<file path="src/rtl/noc_params.sv">
// Shared NoC types and sizes used by the router input unit.
package noc_params;

    localparam int unsigned VC_NUM  = 2;
    localparam int unsigned VC_SIZE = $clog2(VC_NUM);
    localparam int unsigned DATA_W  = 16;
    localparam int unsigned PORT_W  = 3;

    typedef enum logic [1:0] {HEAD, BODY, TAIL, HEADTAIL} flit_label_t;

    typedef enum logic [PORT_W-1:0] {LOCAL, NORTH, SOUTH, WEST, EAST} port_t;

    typedef enum logic [1:0] {IDLE, VA, SA} vc_state_t;

    typedef struct packed {
        flit_label_t         flit_label;
        logic [VC_SIZE-1:0]  vc_id;
        logic [DATA_W-1:0]   data;
    } flit_t;

    function automatic logic is_head(input flit_label_t l);
        return (l == HEAD) || (l == HEADTAIL);
    endfunction

    function automatic logic is_tail(input flit_label_t l);
        return (l == TAIL) || (l == HEADTAIL);
    endfunction

endpackage

</file>
<file path="src/rtl/vc_fifo.sv">
// Per-VC circular flit buffer: registered write, combinational head read.
module vc_fifo
    import noc_params::*;
#(
    parameter int unsigned BUFFER_SIZE = 8
) (
    input  logic  clk,
    input  logic  rst,
    input  logic  flush_i,
    input  logic  push_i,
    input  logic  pop_i,
    input  flit_t data_i,
    output flit_t data_o,
    output logic  is_empty_o,
    output logic  is_full_o
);

    localparam int unsigned PTR_W = $clog2(BUFFER_SIZE);
    localparam int unsigned CNT_W = PTR_W + 1;

    flit_t              mem_q [BUFFER_SIZE];
    logic [PTR_W-1:0]   wr_ptr_q, wr_ptr_d;
    logic [PTR_W-1:0]   rd_ptr_q, rd_ptr_d;
    logic [CNT_W-1:0]   count_q, count_d;
    logic               do_push, do_pop;

    assign is_empty_o = (count_q == '0);
    assign is_full_o  = (count_q == CNT_W'(BUFFER_SIZE));
    assign data_o     = mem_q[rd_ptr_q];

    // A push into a full buffer is only legal when a pop frees the slot in the same cycle.
    assign do_pop  = pop_i && !is_empty_o;
    assign do_push = push_i && (!is_full_o || do_pop);

    always_comb begin
        wr_ptr_d = wr_ptr_q;
        rd_ptr_d = rd_ptr_q;
        count_d  = count_q;
        if (flush_i) begin
            wr_ptr_d = '0;
            rd_ptr_d = '0;
            count_d  = '0;
        end else begin
            if (do_push) wr_ptr_d = wr_ptr_q + PTR_W'(1);
            if (do_pop)  rd_ptr_d = rd_ptr_q + PTR_W'(1);
            count_d = count_q + CNT_W'(do_push) - CNT_W'(do_pop);
        end
    end

    always_ff @(posedge clk or posedge rst) begin
        if (rst) begin
            wr_ptr_q <= '0;
            rd_ptr_q <= '0;
            count_q  <= '0;
        end else begin
            wr_ptr_q <= wr_ptr_d;
            rd_ptr_q <= rd_ptr_d;
            count_q  <= count_d;
        end
    end

    always_ff @(posedge clk) begin
        if (do_push && !flush_i) mem_q[wr_ptr_q] <= data_i;
    end

endmodule

</file>
<file path="src/rtl/vc_input_unit.sv">
// Router input unit: per-VC buffering and IDLE/VA/SA control, shared read mux and credit return.
module vc_input_unit
    import noc_params::*;
#(
    parameter int unsigned BUFFER_SIZE = 8
) (
    input  logic                            clk,
    input  logic                            rst,
    input  flit_t                           data_i,
    input  logic                            valid_i,
    input  port_t                           out_port_i,
    input  logic [VC_NUM-1:0]               vc_valid_i,
    input  logic [VC_NUM-1:0][VC_SIZE-1:0]  vc_new_i,
    input  logic [VC_NUM-1:0]               read_i,
    output flit_t                           data_o,
    output logic [VC_NUM-1:0][PORT_W-1:0]   out_port_o,
    output logic [VC_NUM-1:0][VC_SIZE-1:0]  downstream_vc_o,
    output logic [VC_NUM-1:0]               vc_request_o,
    output logic [VC_NUM-1:0]               switch_request_o,
    output logic [VC_NUM-1:0]               vc_allocatable_o,
    output logic                            credit_valid_o,
    output logic [VC_SIZE-1:0]              credit_vc_o,
    output logic [VC_NUM-1:0]               is_empty_o,
    output logic [VC_NUM-1:0]               is_full_o,
    output logic [VC_NUM-1:0]               error_o
);

    vc_state_t                       state_q [VC_NUM];
    vc_state_t                       state_d [VC_NUM];
    logic [VC_NUM-1:0]               end_packet_q, end_packet_d;
    logic [VC_NUM-1:0][PORT_W-1:0]   out_port_q, out_port_d;
    logic [VC_NUM-1:0][VC_SIZE-1:0]  dvc_q, dvc_d;
    logic [VC_NUM-1:0]               error_q, error_d;
    logic [VC_NUM-1:0]               alloc_q, alloc_d;
    logic                            credit_valid_q, credit_valid_d;
    logic [VC_SIZE-1:0]              credit_vc_q, credit_vc_d;

    flit_t                           fifo_head [VC_NUM];
    logic [VC_NUM-1:0]               fifo_empty, fifo_full;
    logic [VC_NUM-1:0]               push, flush, wr_hit, pop_ok, rd_err;
    logic                            multi_read;

    assign multi_read = (read_i & (read_i - VC_NUM'(1))) != '0;

    for (genvar g = 0; g < VC_NUM; g++) begin : g_vc
        assign wr_hit[g] = valid_i && (data_i.vc_id == VC_SIZE'(g));
        assign pop_ok[g] = read_i[g] && !multi_read && (state_q[g] == SA) && !fifo_empty[g];
        assign rd_err[g] = read_i[g] && !pop_ok[g];

        assign vc_request_o[g]     = (state_q[g] == VA);
        assign switch_request_o[g] = (state_q[g] == SA) && !fifo_empty[g];

        vc_fifo #(
            .BUFFER_SIZE (BUFFER_SIZE)
        ) u_fifo (
            .clk        (clk),
            .rst        (rst),
            .flush_i    (flush[g]),
            .push_i     (push[g]),
            .pop_i      (pop_ok[g]),
            .data_i     (data_i),
            .data_o     (fifo_head[g]),
            .is_empty_o (fifo_empty[g]),
            .is_full_o  (fifo_full[g])
        );
    end

    // Per-VC control: write acceptance, allocation handshakes and protocol checks.
    always_comb begin
        end_packet_d = end_packet_q;
        out_port_d   = out_port_q;
        dvc_d        = dvc_q;
        error_d      = rd_err;
        alloc_d      = '0;
        push         = '0;
        flush        = '0;
        for (int unsigned v = 0; v < VC_NUM; v++) begin
            state_d[v] = state_q[v];
            case (state_q[v])
                IDLE: begin
                    if (wr_hit[v]) begin
                        if (is_head(data_i.flit_label) && fifo_empty[v]) begin
                            push[v]         = 1'b1;
                            state_d[v]      = VA;
                            out_port_d[v]   = out_port_i;
                            end_packet_d[v] = is_tail(data_i.flit_label);
                        end else begin
                            error_d[v] = 1'b1;
                        end
                    end
                    if (vc_valid_i[v]) error_d[v] = 1'b1;
                end
                VA, SA: begin
                    if (wr_hit[v]) begin
                        if (!is_head(data_i.flit_label) && !end_packet_q[v]
                            && (!fifo_full[v] || pop_ok[v])) begin
                            push[v] = 1'b1;
                            if (is_tail(data_i.flit_label)) end_packet_d[v] = 1'b1;
                        end else begin
                            error_d[v] = 1'b1;
                        end
                    end
                    if (state_q[v] == VA) begin
                        if (vc_valid_i[v]) begin
                            dvc_d[v]   = vc_new_i[v];
                            state_d[v] = SA;
                        end
                    end else begin
                        if (vc_valid_i[v]) error_d[v] = 1'b1;
                        if (pop_ok[v] && is_tail(fifo_head[v].flit_label)) begin
                            state_d[v]      = IDLE;
                            end_packet_d[v] = 1'b0;
                            alloc_d[v]      = 1'b1;
                        end
                    end
                end
                default: begin
                    state_d[v]      = IDLE;
                    flush[v]        = 1'b1;
                    end_packet_d[v] = 1'b0;
                    error_d[v]      = 1'b1;
                    alloc_d[v]      = 1'b1;
                end
            endcase
        end
    end

    // Shared credit return: at most one pop per cycle since reads must be one-hot.
    always_comb begin
        credit_valid_d = 1'b0;
        credit_vc_d    = '0;
        for (int unsigned v = 0; v < VC_NUM; v++) begin
            if (pop_ok[v]) begin
                credit_valid_d = 1'b1;
                credit_vc_d    = VC_SIZE'(v);
            end
        end
    end

    // Output mux relabels the flit with its downstream VC.
    always_comb begin
        data_o = '0;
        for (int unsigned v = 0; v < VC_NUM; v++) begin
            if (read_i[v] && !multi_read) begin
                data_o       = fifo_head[v];
                data_o.vc_id = dvc_q[v];
            end
        end
    end

    always_ff @(posedge clk or posedge rst) begin
        if (rst) begin
            for (int unsigned v = 0; v < VC_NUM; v++) begin
                state_q[v]    <= IDLE;
                out_port_q[v] <= PORT_W'(LOCAL);
            end
            end_packet_q   <= '0;
            dvc_q          <= '0;
            error_q        <= '0;
            alloc_q        <= '0;
            credit_valid_q <= 1'b0;
            credit_vc_q    <= '0;
        end else begin
            for (int unsigned v = 0; v < VC_NUM; v++) begin
                state_q[v] <= state_d[v];
            end
            end_packet_q   <= end_packet_d;
            out_port_q     <= out_port_d;
            dvc_q          <= dvc_d;
            error_q        <= error_d;
            alloc_q        <= alloc_d;
            credit_valid_q <= credit_valid_d;
            credit_vc_q    <= credit_vc_d;
        end
    end

    assign out_port_o       = out_port_q;
    assign downstream_vc_o  = dvc_q;
    assign vc_allocatable_o = alloc_q;
    assign credit_valid_o   = credit_valid_q;
    assign credit_vc_o      = credit_vc_q;
    assign is_empty_o       = fifo_empty;
    assign is_full_o        = fifo_full;
    assign error_o          = error_q;

endmodule
</file>
<file path="config.mk">
export PLATFORM = sky130hd
export DESIGN_NAME = vc_input_unit
export DESIGN_NICKNAME = d
export VERILOG_FILES = /design/src/rtl/noc_params.sv /design/src/rtl/vc_fifo.sv /design/src/rtl/vc_input_unit.sv
export SDC_FILE = /design/constraint.sdc
export NUM_CORES = 1
export LEC_CHECK = 0
export BUFFER_PORTS_ARGS = -buffer_cell sky130_fd_sc_hd__buf_2
export CORE_UTILIZATION = 40
export DETAILED_ROUTE_END_ITERATION = 8
export SYNTH_ARGS = -nofsm -noshare
export SYNTH_HDL_FRONTEND = slang
export SYNTH_SLANG_ARGS = --single-unit
</file>
<file path="constraint.sdc">
create_clock -name clk -period 3.91 [get_ports clk]
set_input_delay 0.1955 -clock clk [delete_from_list [all_inputs] [get_ports clk]]
set_output_delay 0.1955 -clock clk [all_outputs]
set_load 0.02 [all_outputs]
</file>
# Yosys cells after proc, flatten, opt, wreduce, memory -nomap -nowiden
# Memories as Yosys holds them, arrays and structs flattened.
# Index checks and enable logic that the tools add are counted.
# classes
n_addsub	9
bitwise_logic	2
eq_ne	24
mux	79
reduce_logical	62
# op_table
operator	count
1-bit two-way mux	47
19-bit two-way mux	2
1-bit logical AND	26
3-bit two-way mux	8
2-bit two-way mux	10
2-bit == test, second input constant	8
1-bit case mux with 2 select lines	8
3-bit by 1-bit adder with 3-bit output, second input constant	4
3-bit inequality test, second input constant	4
3-bit AND reduction	4
1-bit logical NOT	10
4-bit by 1-bit adder with 4-bit output	2
4-bit == test, second input constant	2
4-bit logical NOT	2
1-bit logical OR	8
4-bit two-way mux	2
2-bit by 1-bit inequality test with 1-bit output, second input constant	4
2-bit inequality test, second input constant	4
2-bit case mux with 2 select lines	2
4-bit AND reduction	2
4-bit by 1-bit subtractor with 4-bit output	2
2-bit logical NOT	3
3-bit OR reduction	2
2-bit by 1-bit == test with 1-bit output, second input constant	2
other kinds (6)	8
# word_totals
elab_cells	196
n_memories	2
output_inout_bits	41
ramBits	304
regBits	40
# memory_table
memory	words	width	read_ports	rd_ports_with_merged_regs	write_ports	line_no	source
g_vc[0].u_fifo.mem_q	8	19	1	0	1	vc_fifo.sv:21	flit_t mem_q [BUFFER_SIZE];
g_vc[1].u_fifo.mem_q	8	19	1	0	1	vc_fifo.sv:21	

# Longest topological paths before layout
# Gate-level depths: netlist of run 1.
# logic_depth
depth_word	16
depth_mapped	13

# Cells and area by module
# From an unflattened synthesis of run 1, not the netlist that was laid out.
# hier_totals
cells_unflattened	769
hier_area_um2	14418.8
# by_module_without_submodules
module	area_each_um2	cells_each	n_inst
vc_fifo at g_vc[1].u_fifo	6462.4	306	1
vc_fifo at g_vc[0].u_fifo	6458.7	306	1
vc_input_unit	1497.7	157	1

# Worst setup path after synthesis of run 1
# Ideal clock, no wire load.
# synth_path
path_kind	reg2reg
startpoint	register g_vc[1].u_fifo.count_q[2]
endpoint	memory g_vc[1].u_fifo.mem_q[1][0] in the netlist's numbering (enable)
path_slack_ns	0.118
arrival_ns	3.353
period_less_slack_ns	3.792
stages_incl_launch_ff	9
t_required_ns	3.471
cell_sequence	dfrtp_1 -> inv_1 -> ha_1 -> or3b_4 -> clkinv_4 -> a22oi_2 -> or3_1 -> buf_6 -> nor4_1
# synth_via
elab_chain_cells	12
# synth_rtl
item	line_no	source
start: declaration	vc_fifo.sv:24	logic [CNT_W-1:0] count_q, count_d;
start signal: assignment	vc_fifo.sv:58	count_q <= count_d;
4-bit logical NOT (*)	vc_fifo.sv:27	assign is_empty_o = (count_q == '0);
named net g_vc[1].u_fifo.is_empty_o	vc_fifo.sv:14	output logic is_empty_o,
1-bit logical NOT	vc_fifo.sv:32, vc_input_unit.sv:47	
1-bit logical AND	vc_input_unit.sv:47	assign pop_ok[g] = read_i[g] && !multi_read && (state_q[g] == SA) && !fifo_empty[g];
1-bit logical OR	vc_input_unit.sv:96	&& (!fifo_full[v] || pop_ok[v])) begin
1-bit logical AND	vc_input_unit.sv:96	
1-bit two-way mux	vc_input_unit.sv:95	if (!is_head(data_i.flit_label) && !end_packet_q[v]
1-bit two-way mux	vc_input_unit.sv:94	if (wr_hit[v]) begin
1-bit case mux with 2 select lines	vc_input_unit.sv:79	case (state_q[v])
1-bit logical AND (*)	vc_fifo.sv:33	assign do_push = push_i && (!is_full_o || do_pop);
1-bit logical AND (*)	vc_fifo.sv:63	if (do_push && !flush_i) mem_q[wr_ptr_q] <= data_i;
1-bit two-way mux (*)	vc_fifo.sv:63	
1-bit two-way mux (implied by the code) (*)	vc_fifo.sv:63	
end: declaration	vc_fifo.sv:21	
# The timed path passes the listed nets; every way through them passes the cells marked *.

==> impl_metrics.csv, run 1 <==
group,metric,value,unit
synthesis,synth_area,0.0135,mm^2
cts,clkTransAtPathRegs,0.05,ns
floorplanning,core-area,0.0329,mm^2
critical_path,cp_top_family,"flip-flops",
cts,cts_hold_buf,6,
critical_path,startpoint_type,"flop",
layout,final_core_util,47.7,%
floorplanning,die_w,186,um
power,power_leakage,5.45,nW
timing,grt_setup_unrepaired,"no",
synthesis,synthDistinctLibCells,61,
timing,drv_slew,0,
job,drv_cap,0,
synthesis,avgSynthCellArea,19.0,um^2
critical_path,r2r_setup_slack,0.93,ns
timing,finClkSkew,0.0185,ns
placement,port_buffers,71,
cts,cts_max_path_buffers,3,
layout,drive_above_1_share,29.6,%
placement,hpwl,17900,um
critical_path,critical_path_class,"reg -> out",
timing,maxSlewHeadroom,25.5,%
timing,fin_crit_sh,78.9,%
critical_path,path_depth,5,
synthesis,ys_async_sr_fraction,12.2,%
synthesis,yosysTopAreaCellShare,64.0,%
run_status,status,"complete, no violations",
critical_path,crit_buf_inv,2,
detailed_routing,num_vias,6914,
timing,setup_tns,0,ns
global_routing,grt_usage,17.5,%
timing,tightest_slew,1.12,ns
detailed_routing,drc,0,
timing,hold_viol_final,0,
synthesis,synth_edf_count,288,
critical_path,endpoint_kind,"primary output",
cts,cts_tree,"done",
cts,clk_latency,0.52,ns
cts,ctsResizeCount,0,
floorplanning,row_count,66,
timing,finalSetupViolations,0,
layout,area_delta_synth_final,16.0,%
global_routing,grt_pass1_vias,7196,
detailed_routing,ant_nets,0,
cts,cts_buffers,35,
synthesis,synth_area_leaders,"edfxtp_1 (64%), mux4_2 (12%), dfrtp_1 (7.4%), mux2i_1 (2.9%), ha_1 (2.4%)",
cts,htree_levels,2,
timing,worst_slack,0.826,ns
critical_path,startpoint,"g_vc[0].u_fifo.rd_ptr_q[0]",
synthesis,synthCells,713,
detailed_routing,dr.pass1.iters,4,
critical_path,crit_arrival,2.89,ns
timing,period_needed,3.08,ns
hold_path,min_path_type,"in -> reg",
cts,cts-root-buf,"clkbuf_16",
timing,fin_hold_ws,0.0567,ns
global_routing,grt_pass1_wl,43900,um
critical_path,cpMaxStageDelayCell,"dfrtp_2",
critical_path,crit_chain,"buf_4 > mux4_2 > mux2i_1 > o22ai_1 > buf_2",
hold_path,worstHoldStart,"vc_valid_i[1]",
synthesis,syn-num-nets,772,
floorplanning,chipHeight,186,um
floorplanning,ios,72,
synthesis,ys_ff_latch,328,
detailed_routing,wire_per_inst,22.7,um
detailed_routing,vias_per_cell,5.37,
cts,post_cts_buffers,0,
critical_path,rr_endpoint,"g_vc[1].u_fifo.count_q[2]",
critical_path,r2r_cells,10,
global_routing,antenna_found_initial,1,
critical_path,critPathRequiredTime,3.71,ns
layout,nets,878,
power,p_per_area,660,mW/mm^2
critical_path,path_max_fanout,18,
synthesis,synth_ff_type,"edfxtp_1",
placement,pre_cts_ws,0.909,ns
cts,clock-sinks,328,
critical_path,worst_path_largest_cell_delay,0.79,ns
placement,gp_congestion,0.811,
floorplanning,dieArea,0.0345,mm^2
critical_path,critical_path.endpoint,"data_o[1]",
power,peakVddDrop,339,uV
detailed_routing,drt-total-wl,29200,um
global_routing,overflow,0,
detailed_routing,drt_iter0_markers,467,
power,report.power.total,10.4,mW
critical_path,r2r_start,"g_vc[1].u_fifo.count_q[2]",
global_routing,grt_max_degree,41,
timing,fmax,0.324,GHz
synthesis,yosysSeqAreaShare,71.4,%
synthesis,synth.largest_area_cell,"edfxtp_1",
floorplanning,initial_core_util,41.1,%
synthesis,yosysWarningCount,0,
[worst min-delay path by stage]
stage                                        to  slack [ns]  cells past startpoint
detailed placement                   state_q[1]        0.37                      3
floorplan            g_vc[0].u_fifo.mem_q[0][0]        0.29                      0
global placement      g_vc[1].u_fifo.count_q[3]        0.36                      3
global route        g_vc[0].u_fifo.mem_q[6][10]        0.05                      1
finish                               error_o[1]        0.06                      3
CTS                                  error_o[1]        0.03                      3
[layer usage]
metal  GRT usage [%]  routed length [um]  vias to the layer above
met5               0                   0                        -
met4            5.25                 679                        0
met3            3.03                1260                       53
met2            29.0               14000                      182
met1            23.7               13200                     3599
li1                -                   -                     3080
[cells in the final DEF (no fill, tap or decap), types with 7 or more instances in the layout]
cell type    n
edfxtp_1   288
mux4_2      72
buf_2       71
mux2i_1     39
clkbuf_16   36
dfrtp_1     36
inv_1       30
ha_1        26
buf_4       26
o22ai_1     21
nor2_1      17
nand2_1     12
clkinv_1    11
mux2_2      10
nor2b_1      9
nand3_1      9
a21oi_1      9
o21ai_0      7
nand2b_1     7
[logic make-up after synthesis]
group                    Yosys count  share of synthesized area, %
AO/OA/AOI/OAI                     68                          3.44
XOR/XNOR                           8                         0.518
adder cells (fa/ha/maj)           28                          2.70
buffers and inverters             67                          2.27
flip-flops                       328                          71.4
multiplexers                     121                          15.7
AND/OR/NAND/NOR                   93                          3.94
[worst register-to-register path: cells and delay by family, from the launching register on]
kind	cells	cell delay, ns
AO/OA/AOI/OAI	1	0.28
XOR/XNOR	1	0.17
flip-flops	1	0.35
buffers and inverters	2	0.25
adder cells (fa/ha/maj)	3	0.83
AND/OR/NAND/NOR	3	0.99
[sequential cells by signal, summed over array words and instances, names as in the netlist]
name	cells
g_vc.u_fifo.rd_ptr_q	6
credit_vc_o	1
downstream_vc_o	2
credit_valid_o	1
state_q	4
vc_allocatable_o	2
error_o	2
out_port_o	6
end_packet_q	2
g_vc.u_fifo.mem_q	288
g_vc.u_fifo.wr_ptr_q	6
g_vc.u_fifo.count_q	8
[cells in the mapped netlist (all sizes together), types with 2 or more instances]
cell	count
clkbuf	12
mux4	72
and3b	2
nor3	7
and3	2
xnor2	5
nand4	2
a21o	6
o22ai	21
o31ai	2
and4	2
edfxtp	288
o211ai	5
clkinv	2
fa	2
and2	2
o311ai	4
nand2	12
or3b	4
a22oi	2
nand3	9
nor4	5
and4bb	2
nor3b	3
inv	30
or3	3
a21oi	9
nor2	18
mux2	10
buf	23
o21ai	8
dfrtp	40
nand2b	7
nor2b	10
xor2	3
ha	26
mux2i	39
[metrics by stage]
stage | cells | cell area, um^2
after floorplan | 713 | 13500
after global placement | 1218 | 14500
after detailed placement | 1218 | 14500
after CTS | 1286 | 15700
after global routing | 1287 | 15700
final | 1287 | 15700
[layout make-up]
class,count,area (um^2)
clock inverters,18,146
fillers,2790,17200
inverters,32,126
repair buffers,104,631
flip-flops and latches,328,9650
diodes,1,2.50
multi-input cells,318,3620
well taps,442,553
clock buffers,44,951
[report_power, final]
part	switching [mW]	internal, mW
clock	1.30	1.86
combinational	1.40	1.35
sequential	0.413	4.03
total	3.12	7.24
Power figures use the tool's default switching activity.
==> run 2: changes to the inputs <==
==> constraint.sdc (replaced) <==
create_clock -name clk -period 2.5 [get_ports clk]
set_input_delay 0.125 -clock clk [delete_from_list [all_inputs] [get_ports clk]]
set_output_delay 0.125 -clock clk [all_outputs]
set_load 0.02 [all_outputs]
==> run 2 against run 1 <==
Sequential power rose by 50%. First-iteration DRC count rose by 20%. Sequential cell count did not move. Final cell count rose by 6.2%. Critical path type is now reg -> reg. Highest routed layer unchanged.
==> impl_metrics.csv, run 2 (same netlist as run 1, synthesis figures left out) <==
group,metric,value,unit
floorplanning,chipHeight,186,um
global_routing,grt_max_degree,38,
detailed_routing,drc,0,
floorplanning,row_count,66,
detailed_routing,met2_wirelength,14200,um
hold_path,whs_endpoint,"g_vc[0].u_fifo.mem_q[6][18]",
layout,nets,957,
power,peakVddDrop,535,uV
layout,largest_reg_flops,288,
hold_path,holdPathStages,2,
layout,diodes,0,
placement,dp_cells,1263,
floorplanning,core-area,0.0329,mm^2
layout,reg.largest.list,"g_vc.u_fifo.mem_q x288, g_vc.u_fifo.count_q x8",
cts,clk_latency,0.53,ns
critical_path,r2r_setup_slack,0.05,ns
placement,port_buffers,71,
layout,fillers,2693,
timing,fin_crit_sh,98.0,%
detailed_routing,ant_nets,0,
detailed_routing,vias_per_cell,5.26,
floorplanning,die_w,186,um
layout,area_delta_synth_final,24.9,%
floorplanning,dieArea,0.0345,mm^2
detailed_routing,dr.pass1.iters,5,
global_routing,grt_pass1_vias,7352,
detailed_routing,wire_per_inst,21.9,um
cts,cts_max_path_buffers,3,
critical_path,r2r_start,"g_vc[1].u_fifo.count_q[3]",
global_routing,overflow,0,
cts,clock-sinks,328,
global_routing,antenna_found_initial,0,
cts,cts-root-buf,"clkbuf_16",
cts,cts_buffers,36,
timing,fmax,0.408,GHz
timing,finalSetupViolations,0,
layout,drive_above_1_share,36.4,%
cts,htree_levels,2,
detailed_routing,num_vias,7194,
detailed_routing,wl_met3,1240,um
cts,clkTransAtPathRegs,0.06,ns
critical_path,startpoint_type,"flop",
global_routing,grt_usage,18.1,%
timing,grt_setup_unrepaired,"yes",
hold_path,min_path_type,"in -> reg",
layout,final_area,0.0169,mm^2
critical_path,rr_endpoint,"g_vc[1].u_fifo.mem_q[0][2]",
critical_path,endpoint_kind,"flop",
hold_path,worstHoldStart,"data_i[18]",
detailed_routing,drt-total-wl,29900,um
layout,final_cells,1367,
global_routing,grt_pass1_wl,45300,um
run_status,status,"complete, no violations",
timing,tightest_slew,0.811,ns
critical_path,path_max_fanout,10,
layout,final_core_util,51.4,%
power,power_leakage,5.98,nW
power,p_per_area,1020,mW/mm^2
critical_path,critical_path_class,"reg -> reg",
floorplanning,initial_core_util,41.1,%
placement,gp_congestion,0.805,
critical_path,critPathRequiredTime,2.73,ns
detailed_routing,drt_iter0_markers,559,
timing,drv_slew,0,
detailed_routing,wl_met1,13800,um
critical_path,crit_arrival,2.68,ns
placement,hpwl,18200,um
layout,final_common_cell,"edfxtp_1",
floorplanning,ios,72,
detailed_routing,top_layer,"met4",
critical_path,r2r_cells,9,
power,report.power.total,17.2,mW
job,drv_cap,0,
timing,fin_hold_ws,0.0669,ns
timing,finClkSkew,0.0164,ns
cts,cts_tree,"done",
timing,period_needed,2.45,ns
placement,dpl_cell_area,0.0152,mm^2
timing,maxSlewHeadroom,45.6,%
layout,layout_common_cells,"edfxtp_1 (288), mux4_2 (72), buf_2 (70)",
timing,hold_viol_final,0,
layout,top_register,"g_vc.u_fifo.mem_q",
## run 2: stage by stage
step           setup TNS (ns)  setup slack (ns)
3_3_place_gp          -0.0459          -0.00488
5_1_grt                -0.942           -0.0407
2_1_floorplan          -30.04            -0.269
3_5_place_dp           -0.226           -0.0164
6_report                    0            0.0488
4_1_cts               -0.0742           -0.0335
## run 2: worst max path at each step
stage | endpoint | startpoint | slack, ns
after floorplan | g_vc[1].u_fifo.mem_q[6][0] | g_vc[1].u_fifo.count_q[2] | -0.27
after global placement | g_vc[1].u_fifo.mem_q[1][7] | g_vc[1].u_fifo.count_q[3] | -0.005
after detailed placement | g_vc[1].u_fifo.mem_q[1][3] | g_vc[1].u_fifo.count_q[3] | -0.02
after CTS | data_o[9] | g_vc[1].u_fifo.rd_ptr_q[0] | -0.03
after global routing | g_vc[1].u_fifo.mem_q[4][7] | g_vc[1].u_fifo.count_q[3] | -0.04
final | g_vc[1].u_fifo.mem_q[0][2] | g_vc[1].u_fifo.count_q[3] | 0.05
## run 2: cell type report
type                       count  area (um^2)  share of cell area (%)
timing repair buffer         182         1580                    9.38
tap                          442          553                    3.28
clock buffer                  44          973                    5.77
multi-input combinational    318         3820                    22.6
clock inverter                21          173                    1.02
inverter                      32          126                   0.749
sequential                   328         9660                    57.2
## run 2: critical path, cell delays in order, from the launching register on
cell and delay, ns:
dfrtp_1 0.38, inv_1 0.06, ha_2 0.16, or3b_4 0.40, clkinv_4 0.06, a22oi_2 0.07
or3_4 0.37, buf_12 0.17, nor4_4 0.27, buf_6 0.21
## run 2: per-layer routing
metal | track usage (%) | vias to the layer above
met2 | 28.3 | 161
li1 | - | 3250
met3 | 2.93 | 51
met4 | 5.51 | 0
met1 | 25.9 | 3732
met5 | 0 | -
## run 2: repair_timing
item,CTS,global route
hold endpoints to repair,288,0
hold buffers,25,0
cloned,2,2
pin swaps,2,5
gates resized for setup,9,33
setup endpoints to repair,34,181
setup buffers,0,10
## run 2: power breakdown
group,internal [mW],switching (mW)
combinational,2.77,2.73
clock,2.91,2.14
sequential,6.32,0.346
